$ cat src/rtl/pwm_carrier_pkg.sv
// Shared types for the PWM leg: on/off control, carrier shape and shadow-update selection.
// CARRCOUNT_WIDTH sets the default carrier counter width for every block in the slice.
`ifndef CARRCOUNT_WIDTH
`define CARRCOUNT_WIDTH 16
`endif

package PKG_pwm;

   typedef enum logic {
      PWM_OFF = 1'b0,
      PWM_ON  = 1'b1
   } _pwm_onoff;

   typedef enum logic [1:0] {
      CARR_UP     = 2'd0,
      CARR_DOWN   = 2'd1,
      CARR_UPDOWN = 2'd2
   } _carr_mode;

   typedef enum logic [1:0] {
      UPD_ZERO      = 2'd0,
      UPD_PERIOD    = 2'd1,
      UPD_BOTH      = 2'd2,
      UPD_IMMEDIATE = 2'd3
   } _upd_mode;

endpackage

$ cat src/rtl/pwm_carrier_counter.sv
// Carrier counter: up / down / up-down ramp with phase sync and zero/period strobes.
// Strobes are combinational from the registered count and are gated by the run input.
module carrier_counter
   import PKG_pwm::*;
#(
   parameter int CW = `CARRCOUNT_WIDTH
) (
   input  logic          clk,
   input  logic          reset,
   input  logic          run,
   input  _carr_mode     mode,
   input  logic [CW-1:0] period,
   input  logic          sync,
   input  logic [CW-1:0] init_phase,
   input  logic          init_dir,
   output logic [CW-1:0] carrier,
   output logic          dir,
   output logic          evt_zero,
   output logic          evt_period
);

   logic [CW-1:0] carrier_next;
   logic          dir_next;

   always_comb begin
      carrier_next = carrier;
      dir_next     = dir;
      if (!run) begin
         carrier_next = '0;
         dir_next     = 1'b1;
      end else if (sync) begin
         carrier_next = (init_phase > period) ? period : init_phase;
         dir_next     = init_dir;
      end else if (period == '0) begin
         carrier_next = '0;
         dir_next     = 1'b1;
      end else begin
         case (mode)
            CARR_DOWN: begin
               dir_next     = 1'b0;
               carrier_next = (carrier == '0 || carrier > period) ? period
                                                                  : carrier - CW'(1);
            end
            CARR_UPDOWN: begin
               if (dir) begin
                  // Turn around at the top; an over-range count snaps to the period.
                  if (carrier >= period) begin
                     carrier_next = (carrier == period) ? period - CW'(1) : period;
                     dir_next     = 1'b0;
                  end else begin
                     carrier_next = carrier + CW'(1);
                  end
               end else if (carrier == '0) begin
                  carrier_next = CW'(1);
                  dir_next     = 1'b1;
               end else begin
                  carrier_next = carrier - CW'(1);
               end
            end
            default: begin
               dir_next     = 1'b1;
               carrier_next = (carrier >= period) ? '0 : carrier + CW'(1);
            end
         endcase
      end
   end

   always_ff @(posedge clk or posedge reset) begin
      if (reset) begin
         carrier <= '0;
         dir     <= 1'b1;
      end else begin
         carrier <= carrier_next;
         dir     <= dir_next;
      end
   end

   assign evt_zero   = run && (carrier == '0);
   assign evt_period = run && (carrier == period);

endmodule

$ cat src/rtl/pwm_carrier.sv
// One PWM leg: active period/compare/mode registers fed from shadow values at selected
// carrier events, the carrier counter, and a registered carrier < compare comparator.
module pwm_carrier
   import PKG_pwm::*;
#(
   parameter int CW = `CARRCOUNT_WIDTH
) (
   input  logic          clk,
   input  logic          reset,
   input  _pwm_onoff     carr_onoff,
   input  _carr_mode     carr_mode,
   input  _upd_mode      upd_mode,
   input  logic [CW-1:0] period,
   input  logic [CW-1:0] compare,
   input  logic [CW-1:0] init_phase,
   input  logic          init_dir,
   input  logic          sync,
   output logic          pwm,
   output logic [CW-1:0] carrier,
   output logic          dir,
   output logic          evt_zero,
   output logic          evt_period
);

   logic [CW-1:0] period_act;
   logic [CW-1:0] compare_act;
   _carr_mode     mode_act;
   logic          on;
   logic          running;
   logic          upd_evt;

   assign on = (carr_onoff == PWM_ON);
   // Strobes stay low while reset is held so every output shows its reset value.
   assign running = on && !reset;

   carrier_counter #(
      .CW(CW)
   ) u_counter (
      .clk        (clk),
      .reset      (reset),
      .run        (running),
      .mode       (mode_act),
      .period     (period_act),
      .sync       (sync),
      .init_phase (init_phase),
      .init_dir   (init_dir),
      .carrier    (carrier),
      .dir        (dir),
      .evt_zero   (evt_zero),
      .evt_period (evt_period)
   );

   always_comb begin
      upd_evt = 1'b0;
      case (upd_mode)
         UPD_ZERO:      upd_evt = evt_zero;
         UPD_PERIOD:    upd_evt = evt_period;
         UPD_BOTH:      upd_evt = evt_zero || evt_period;
         UPD_IMMEDIATE: upd_evt = 1'b1;
         default:       upd_evt = 1'b0;
      endcase
   end

   always_ff @(posedge clk or posedge reset) begin
      if (reset) begin
         period_act  <= '0;
         compare_act <= '0;
         mode_act    <= CARR_UP;
         pwm         <= 1'b0;
      end else if (!on) begin
         period_act  <= period;
         compare_act <= compare;
         mode_act    <= carr_mode;
         pwm         <= 1'b0;
      end else begin
         if (upd_evt) begin
            period_act  <= period;
            compare_act <= compare;
         end
         pwm <= (carrier < compare_act);
      end
   end

endmodule

$ cat config.mk
export PLATFORM = sky130hd
export DESIGN_NAME = pwm_carrier
export DESIGN_NICKNAME = d
export VERILOG_FILES = /design/src/rtl/pwm_carrier_pkg.sv /design/src/rtl/pwm_carrier_counter.sv /design/src/rtl/pwm_carrier.sv
export SDC_FILE = /design/constraint.sdc
export NUM_CORES = 1
export LEC_CHECK = 0
export ABC_AREA = 1
export BUFFER_PORTS_ARGS = -buffer_cell sky130_fd_sc_hd__buf_2
export CAP_MARGIN = 10
export CORE_MARGIN = 2
export CORE_UTILIZATION = 60
export CTS_CLUSTER_SIZE = 8
export DETAILED_ROUTE_END_ITERATION = 16
export PLACE_DENSITY = 0.83
export SKIP_LAST_GASP = 1
export SYNTH_ARGS = -nofsm -noshare
export SYNTH_HDL_FRONTEND = slang
export SYNTH_SLANG_ARGS = --single-unit
$ cat constraint.sdc
create_clock -name clk -period 5 [get_ports clk]
set_input_delay 0.25 -clock clk [delete_from_list [all_inputs] [get_ports clk]]
set_output_delay 0.25 -clock clk [all_outputs]
set_load 0.03 [all_outputs]
==> results of run 1 <==
==> layout by cell type (no fill, tap or decap), types with 2 or more instances in the layout <==
cell / netlist / layout
o21ai_0: 42 / 42
nor2_2: 3 / 3
o211ai_1: 3 / 3
a31oi_1: 2 / 2
nor3_1: 6 / 6
nor2_1: 69 / 69
dfrtp_1: 51 / 51
clkinv_1: 3 / 3
nand2_2: 2 / 2
nor4_1: 3 / 3
o21a_1: 2 / 2
nand4_1: 9 / 9
inv_2: 3 / 4
xor2_1: 22 / 22
nand3_1: 110 / 110
inv_1: 96 / 95
nand2_1: 251 / 251
ha_1: 54 / 54
nand3b_1: 2 / 2
nand2_4: 2 / 2
clkbuf_8: 0 / 6
buf_4: 2 / 2
a21oi_1: 72 / 72
buf_2: 14 / 76
o21ai_1: 9 / 9
==> routing by layer <==
metal / global-route usage / part of all wire
met3: 0.08573 / 0.12
met4: 0.09273 / 0.026
met1: 0.5053 / 0.39
met5: 0 / 0
met2: 0.6362 / 0.46
==> power breakdown <==
| part | internal (W) | total (W) | leakage [nW] | switching [W] |
|---|---|---|---|---|
| Combinational | 0.000239 | 0.000756 | 2.53 | 0.000517 |
| Sequential | 0.000461 | 0.000516 | 0.649 | 0.0000555 |
| Clock | 0.000114 | 0.000280 | 0.0516 | 0.000166 |
| Total | 0.000814 | 0.00155 | 3.23 | 0.000738 |
==> state kept, by name, summed over array words and instances, names as in the netlist <==
register	count
u_counter.dir	1
period_act	16
compare_act	16
u_counter.carrier	16
pwm	1
mode_act	2
==> logic make-up after synthesis <==
family	Yosys count
AO/OA/AOI/OAI	136
flip-flops	52
buffers and inverters	132
adder cells (fa/ha/maj)	54
XOR/XNOR	23
AND/OR/NAND/NOR	464
==> through the flow <==
step / setup WS [ps] / std cells / total power (W) / cell area (um2)
finish: 1639 / 1027 / 0.001553 / 5967
global route: 1447 / 1027 / 0.001647 / 5967
CTS: 1760 / 1025 / 0.001522 / 5937
detailed placement: 1785 / 1017 / 0.001248 / 5841
global placement: 1822 / 1017 / 0.001228 / 5841
floorplan: 2238 / 861 / 0.001040 / 5445
==> worst max-delay path, stage by stage (launching register included) <==
cell and delay, ps:
dfrtp_1 580, ha_1 400, nand2_1 70, nor2_1 250, nand2_1 190, nor2_8 300, inv_2 210, nand4_2 500
nand3_1 290, nand3_1 150, nand2_1 50, nand3_1 60, nand2_1 70, a21oi_1 130
==> timing repair <==
item	CTS	global route
hold buffers	0	1
hold endpoints to repair	0	17
gates resized for setup	0	0
==> final cells by class <==
type	count	area, um2	share of cell area
clock buffer	6	82.58	0.01384
clock inverter	2	13.76	0.002307
inverter	102	382.9	0.06416
multi-input combinational	677	3625	0.6075
sequential	52	1303	0.2183
tap	108	135.1	0.02265
timing repair buffer	80	425.4	0.07129
==> path summary, 6_finish.rpt <==
| path | end | slack (ps) | cells after the start |
|---|---|---|---|
| max | u_counter.carrier[11] | 1640 | 13 |
| min | period_act[0] | 120 | 3 |
| max reg2reg | u_counter.carrier[11] | 1640 | 13 |
| min reg2reg | compare_act[0] | 550 | 2 |
| max in group asynchronous | u_counter.dir | 3840 | 4 |
| min in group asynchronous | compare_act[11] | 530 | 3 |
==> results.toml, run 1 <==
[die]
dieArea_um2 = 9854
rows = 34
die_h_um = 99.27
pin_count = 77
start_util = 0.6214
die_x_um = 99.27
core_um2 = 8763

[clock_tree]
htreeDepth = 2
root_buffer = "clkbuf_8"
path_clk_slew_ps = 120
post-cts-setup-buffers = 0
clkLatencyLatePin_ps = 330
clock_sinks = 52
numCtsBuffers = 5
cts.path.max_buffers = 2
cts_tree = "done"

[timing]
fmax_mhz = 297.5
maxSlewHeadroom = 0.3595
worstMarginPinSlew_ps = 957.3
setup_tns_ps = 0
whs_ps = 118.1
final-setup-viol-count = 0
finClkSkew_ps = 14.41
rsz0062_at_grt = "no"
period_share = 0.6723
slew_viol_final = 0
period_minus_slack_ps = 3361
finalHoldViolations = 0

[worst_setup_path]
crit_arrival_ps = 3590
r2r-start = "u_counter.carrier[3]"
crit_path_end_kind = "register"
critPathLaunch = "u_counter.carrier[3]"
cp.required_ps = 5230
cp_max_fo = 20
critPathKind = "reg2reg"
startpoint_type = "register"

[cells_and_area]
utilization = 0.6809
nFillCells = 767
drive_gt1_frac = 0.1175
nNetsFinal = 1029
areaGrowthSynthToFinish_pct = 9.582
antennaDiodeCount = 0

[synthesis]
avgSynthCellArea_um2 = 6.324
ys_ff_latch = 52
synth_warnings = 0
seq_area_frac_synth = 0.2392
synth_top_cell_by_area = "dfrtp_1"
syn_nets = 972
yosys.cell_count.top_type = "nand2_1"
synth.top_cells.by_count = "nand2_1, nand3_1, inv_1, a21oi_1, nor2_1"
synth_edf_count = 0
yosys.area_share.simple = 0.3695
synth_cells = 861
synth.area.mux_share = 0
synth_xor_xnor_area_share = 0.03699
synth_area_um2 = 5445
yosysTopAreaCellShare = 0.2344
synthArstFlopShare = 1.000
synthAdderAreaFrac = 0.1241
netlist_top_cells_area = "dfrtp_1, nand2_1, ha_1"
synth_flop_cell = "dfrtp_1"
synthDistinctLibCells = 43
synth_top_family_by_area = "simple AND/OR/NAND/NOR gates"
synth_compound_area_frac = 0.1330

[route]
dr.pass1.iters = 5
vias = 6249
wirelength_um = 18680
routedWlPerCell_um = 18.18
drtIter0Drc = 738
vias_per_cell = 6.085
ant_nets = 0
drcViolationCount = 0

[place]
place.gp.congestion = 1.054
post-dp-hpwl_um = 13780
portBuffers = 76

[hold_path]
worstHoldStart = "period[0]"
hold_class = "in2reg"

[global_routing]
antenna_found_initial = 0
grt_pass1_wl_um = 29770
gr-usage-all-layers = 0.3815
overflow = 0
grt_pass1_vias = 5702
grt_start_max_net_pins = 65

[job]
maxCapViolations = 0

[power_and_ir_drop]
peakVddDrop_mv = 0.1375
power.density_nw_per_um2 = 260.2
leakage_nw = 3.231

[status]
outcome = "finished, final reports clean"
Note: power is estimated with default switching activity, not from simulation.
==> run 2, diff against run 1 <==
- CORE_UTILIZATION: 60 -> 59
- PLACE_DENSITY: 0.83 -> 0.82
- clock period: 5 -> 3.35 ns (I/O delays scaled with it)
==> run 2 against run 1 <==
Hold slack got worse by 77 ps. Design area rose by 5.1%. Clock skew rose by 4.0 ps. Critical endpoint is now compare_act[5]. Clock power rose by 37%. Die area rose by 1.6%. Combinational power rose by 61%. First-iteration DRC count rose by 6.5%. Clock-buffer cell count fell by 1. Critical path type unchanged. Critical path depth did not move. Sequential power rose by 43%. Flip-flop and latch count did not move. Register-to-register slack got worse by 1200 ps.
==> results.toml, run 2 (synthesized netlist as in run 1, its figures left out) <==
[die]
die_x_um = 100.1
rows = 35
dieArea_um2 = 10010
start_util = 0.5978
die_h_um = 100.1
pin_count = 77
core_um2 = 9109

[timing]
finalWorstSetupSlack_ps = 410.3
setup_tns_ps = 0
fmax_mhz = 340.2
maxSlewHeadroom = 0.4920
rsz0062_at_grt = "no"
period_share = 0.8775
period_minus_slack_ps = 2940
worstMarginPinSlew_ps = 761.9
finClkSkew_ps = 18.46
finalHoldViolations = 0
slew_viol_final = 0
final-setup-viol-count = 0

[route]
routedWlPerCell_um = 16.47
ant_nets = 0
vias = 6250
drcViolationCount = 0
drtIter0Drc = 786
wirelength_um = 17600
vias_per_cell = 5.847
dr.pass1.iters = 6

[place]
placed_area_um2 = 6150
post-dp-hpwl_um = 13290
place.gp.congestion = 1.036
portBuffers = 76
dp_slack_ps = 494.0
dp.cells = 1059

[cells_and_area]
finalInstanceArea_um2 = 6270
nNetsFinal = 1068
antennaDiodeCount = 0
nFillCells = 823
layout_common_cells = "nand2_1, nand3_1, inv_1"
drive_gt1_frac = 0.1534
fin_cells = 1069
areaGrowthSynthToFinish_pct = 15.14
final_common_cell = "nand2_1"
largest_registers = "compare_act (16), period_act (16), u_counter.carrier (16)"

[power_and_ir_drop]
peakVddDrop_mv = 0.2433
leakage_nw = 3.422
p_total_w = 0.002341
power.density_nw_per_um2 = 373.4

[worst_setup_path]
crit_arrival_ps = 3170
cp.required_ps = 3580
crit_path_end_kind = "register"
critPathKind = "reg2reg"
crit_path_frequent_cell = "nand2_1"
r2r_cells = 13
cp_slowest_cell = "dfrtp_1"
slowest_delay_ps = 440
cp_max_fo = 48
startpoint_type = "register"
crit_chain = "inv_1, ha_1, nand2_1, nor2_2, nand2_4, nor2_8, inv_2, nor2_1, o21ai_1, o2111ai_4, buf_12, nand2_1, o21ai_0"

[hold_path]
hold_class = "in2reg"
min_delay_path_depth = 3

[clock_tree]
root_buffer = "clkbuf_8"
clkLatencyLatePin_ps = 320
htreeDepth = 2
cts_tree = "done"
path_clk_slew_ps = 120
cts.path.max_buffers = 2
numCtsBuffers = 5
ctsResizeCount = 0
clock_sinks = 52

[global_routing]
grt_pass1_vias = 5705
overflow = 0
antenna_found_initial = 0
grt_start_max_net_pins = 53
gr-usage-all-layers = 0.3531
grt_pass1_wl_um = 27920

[job]
maxCapViolations = 0

[status]
outcome = "finished, final reports clean"
==> run 2: cell types whose count changed in the layout (fill, tap and decap cells not counted) <==
cell	delta
buf_4	+38
buf_12	+1
clkbuf_8	-1
clkinvlp_4	+1
==> run 2: critical path, delay by kind of cell, from the launching register on <==
kind                       cells  cell delay (ps)
adders and majority gates      1              300
buffers and inverters          3              540
DFF                            1              440
AOI/OAI and AO/OA              3              510
and+or+nand+nor                6             1060
==> run 2: worst paths after layout <==
kind                            startpoint         endpoint  slack (ps)
max                         period_act[11]   compare_act[5]         410
min                             compare[7]   compare_act[7]          40
max reg2reg                 period_act[11]   compare_act[5]         410
min reg2reg                compare_act[15]  compare_act[15]         540
max in group asynchronous            reset   period_act[14]        2420
min in group asynchronous            reset      mode_act[0]         410
==> run 2: what timing repair did <==
| action | CTS | global route |
|---|---|---|
| hold buffers | 0 | 1 |
| setup buffers | 0 | 0 |
| hold endpoints to repair | 0 | 11 |
==> run 2: where the power goes <==
group	switching, W	total (W)	internal [W]
combinational	0.000801	0.00122	0.000417
sequential	0.0000510	0.000739	0.000688
clock	0.000235	0.000384	0.000149
==> run 2: area by class of cell <==
class                           instances  area, um2  area share
Clock inverter                          3      21.27    0.003393
Timing Repair Buffer                  119      730.7      0.1165
Clock buffer                            5      68.82     0.01098
Multi-Input combinational cell        677       3625      0.5781
Sequential cell                        52       1303      0.2077
Inverter                              102      382.9     0.06107
Tap cell                              111      138.9     0.02215
==> run 2: metrics by stage <==
stage	hold slack (ps)	util
2_1_floorplan	288.5	-
3_3_place_gp	375.4	0.6751
3_5_place_dp	379.5	0.6751
4_1_cts	47.74	0.6850
5_1_grt	66.90	0.6883
6_report	41.26	0.6883
==> run 2: metal layers <==
layer  routed length, um  up-vias  track usage
li1                    -     3009            -
met1                7161     2753       0.4861
met2                7739      402       0.5473
met3                1911       86      0.07382
met4                 791        0       0.1359
met5                   0        -            0
==> run 3, diff against run 2 <==
- ABC_AREA: 1 -> unset
==> run 3 against run 2 <==
Sequential power grew 1%. Largest cell class unchanged. Critical path type unchanged. Design area fell by 5.2%. Critical path depth is 2 lower.
==> results.toml, run 3 <==
[global_routing]
overflow = 0
gr-usage-all-layers = 0.3826
grt_pass1_wl_um = 28350
grt_start_max_net_pins = 53
grt_pass1_vias = 5140
antenna_found_initial = 0

[cells_and_area]
final_common_cell = "buf_2"
nNetsFinal = 799
largest_registers = "compare_act (16), period_act (16), u_counter.carrier (16)"
layout_common_cells = "buf_2, ha_1, dfrtp_1"
antennaDiodeCount = 0
drive_gt1_frac = 0.2529
nFillCells = 671
areaGrowthSynthToFinish_pct = 16.11

[place]
portBuffers = 76
post-dp-hpwl_um = 13970
place.gp.congestion = 0.9856

[timing]
final-setup-viol-count = 0
fmax_mhz = 312.8
worstMarginPinSlew_ps = 731.3
rsz0062_at_grt = "no"
period_minus_slack_ps = 3197
slew_viol_final = 0
setup_tns_ps = 0
maxSlewHeadroom = 0.5113
finClkSkew_ps = 19.28
period_share = 0.9542
whs_ps = 60.80
finalHoldViolations = 0

[power_and_ir_drop]
peakVddDrop_mv = 0.2851
power.density_nw_per_um2 = 398.8
p_total_w = 0.002370
leakage_nw = 2.832

[route]
drtIter0Drc = 582
vias_per_cell = 6.714
drcViolationCount = 0
routedWlPerCell_um = 22.63
wirelength_um = 17950
dr.pass1.iters = 5
ant_nets = 0
vias = 5324

[synthesis]
synth_edf_count = 0
synth_flop_cell = "dfrtp_1"
seq_area_frac_synth = 0.2545
yosys.cell_count.top_type = "ha_1"
avgSynthCellArea_um2 = 8.586
synth.top_cells.by_count = "ha_1, dfrtp_1, nor2_1, nand2_1, inv_1"
yosysTopAreaCellShare = 0.2494
ys_ff_latch = 52
netlist_top_cells_area = "dfrtp_1, ha_1, mux2_2"
synth_area_um2 = 5117
synth_top_cell_by_area = "dfrtp_1"
synth_cells = 596
syn_nets = 707
synth_warnings = 0
synthDistinctLibCells = 66
synthArstFlopShare = 1.000

[die]
dieArea_um2 = 9434
die_h_um = 97.13
start_util = 0.6166
rows = 33
pin_count = 77
die_x_um = 97.13
core_um2 = 8299

[clock_tree]
post-cts-setup-buffers = 0
path_clk_slew_ps = 120
cts.path.max_buffers = 2
clkLatencyLatePin_ps = 330
clock_sinks = 52
root_buffer = "clkbuf_8"
numCtsBuffers = 5
cts_tree = "done"
htreeDepth = 2

[worst_setup_path]
crit_chain = "inv_1, ha_1, nand4_2, nor3_1, a21boi_0, or4b_1, buf_4, nor4_1, o21ba_2, a211oi_1, or4_1"
slowest_delay_ps = 610
startpoint_type = "register"
rrSetupSlack_ps = 150
crit_arrival_ps = 3410
path_delay_family = "simple AND/OR/NAND/NOR gates"
cp.required_ps = 3570
rr_endpoint = "u_counter.carrier[6]"
critPathKind = "reg2reg"
cp_max_fo = 8
critPathBufInv = 2
r2r-start = "period_act[11]"
r2r_cells = 11
cp_slowest_cell = "or4b_1"
crit_path_end_kind = "register"

[status]
outcome = "finished, final reports clean"

[hold_path]
hold_class = "in2async"

[job]
maxCapViolations = 0
[run 3: cell count changes in the layout (fill, tap and decap cells not counted), moves of 27 or more]
cell     before  now
a21oi_1      72   33
inv_1        95   36
mux2_2        0   33
nand2_1     251   40
nand3_1     110   20
nor2_1       69   42
[run 3: cell families (layout without fill, tap and decap cells)]
family                     Yosys count  count (layout)  synth area share
and+or+nand+nor                    195             195            0.2059
AOI/OAI and AO/OA                  136             136            0.1795
buffers and inverters               71             163           0.05672
adders and majority gates           54              54            0.1320
DFF                                 52              52            0.2545
muxes                               50              50            0.1064
xor gates and xnor gates            38              38           0.06504
[run 3: repair_timing]
item / CTS / global route
gates resized for setup: 0 / 4
hold buffers: 0 / 0
endpoints found under the setup margin: 0 / 1
[run 3: metal layers]
layer  up-vias  track usage  share of wire
li1       2381            -              -
met1      2497       0.5471           0.41
met2       386       0.5678           0.43
met3        60      0.08489           0.13
met4         0       0.1387          0.035
met5         -            0              0
[run 3: power breakdown]
| group | internal [W] | switching [W] |
|---|---|---|
| combinational | 0.000418 | 0.000669 |
| sequential | 0.000688 | 0.0000593 |
| clock | 0.000295 | 0.000242 |
[run 3: final cells by class]
| cell class | instances | area [um2] | area share |
|---|---|---|---|
| Clock buffer | 5 | 68.82 | 0.01158 |
| Clock inverter | 2 | 60.06 | 0.01011 |
| Inverter | 39 | 146.4 | 0.02464 |
| Multi-Input combinational cell | 473 | 3541 | 0.5959 |
| Sequential cell | 52 | 1306 | 0.2198 |
| Tap cell | 105 | 131.4 | 0.02211 |
| Timing Repair Buffer | 117 | 688.2 | 0.1158 |
[run 3: worst max-delay path by stage]
stage / to / start / slack (ps) / cells after the start
4_1_cts: u_counter.carrier[6] / period_act[15] / 180 / 11
5_1_grt: u_counter.carrier[6] / period_act[10] / 7 / 11
2_1_floorplan: compare_act[4] / reset / 200 / 7
6_report: u_counter.carrier[6] / period_act[11] / 150 / 11
3_3_place_gp: u_counter.carrier[6] / period_act[15] / 280 / 11
3_5_place_dp: u_counter.carrier[6] / period_act[11] / 210 / 11
[run 3: worst min-delay path: stages]
cell and delay (ps):
buf_2 110, inv_2 50, buf_4 570
[run 3: stage by stage]
step                utilization  area (um2)  setup slack, ps  cells
finish                   0.7160        5942            153.3    793
global route             0.7160        5942            6.774    793
CTS                      0.7155        5938            180.0    793
detailed placement       0.7000        5809            207.8    786
global placement         0.7000        5809            284.3    786
floorplan                     -        5117            201.0    596
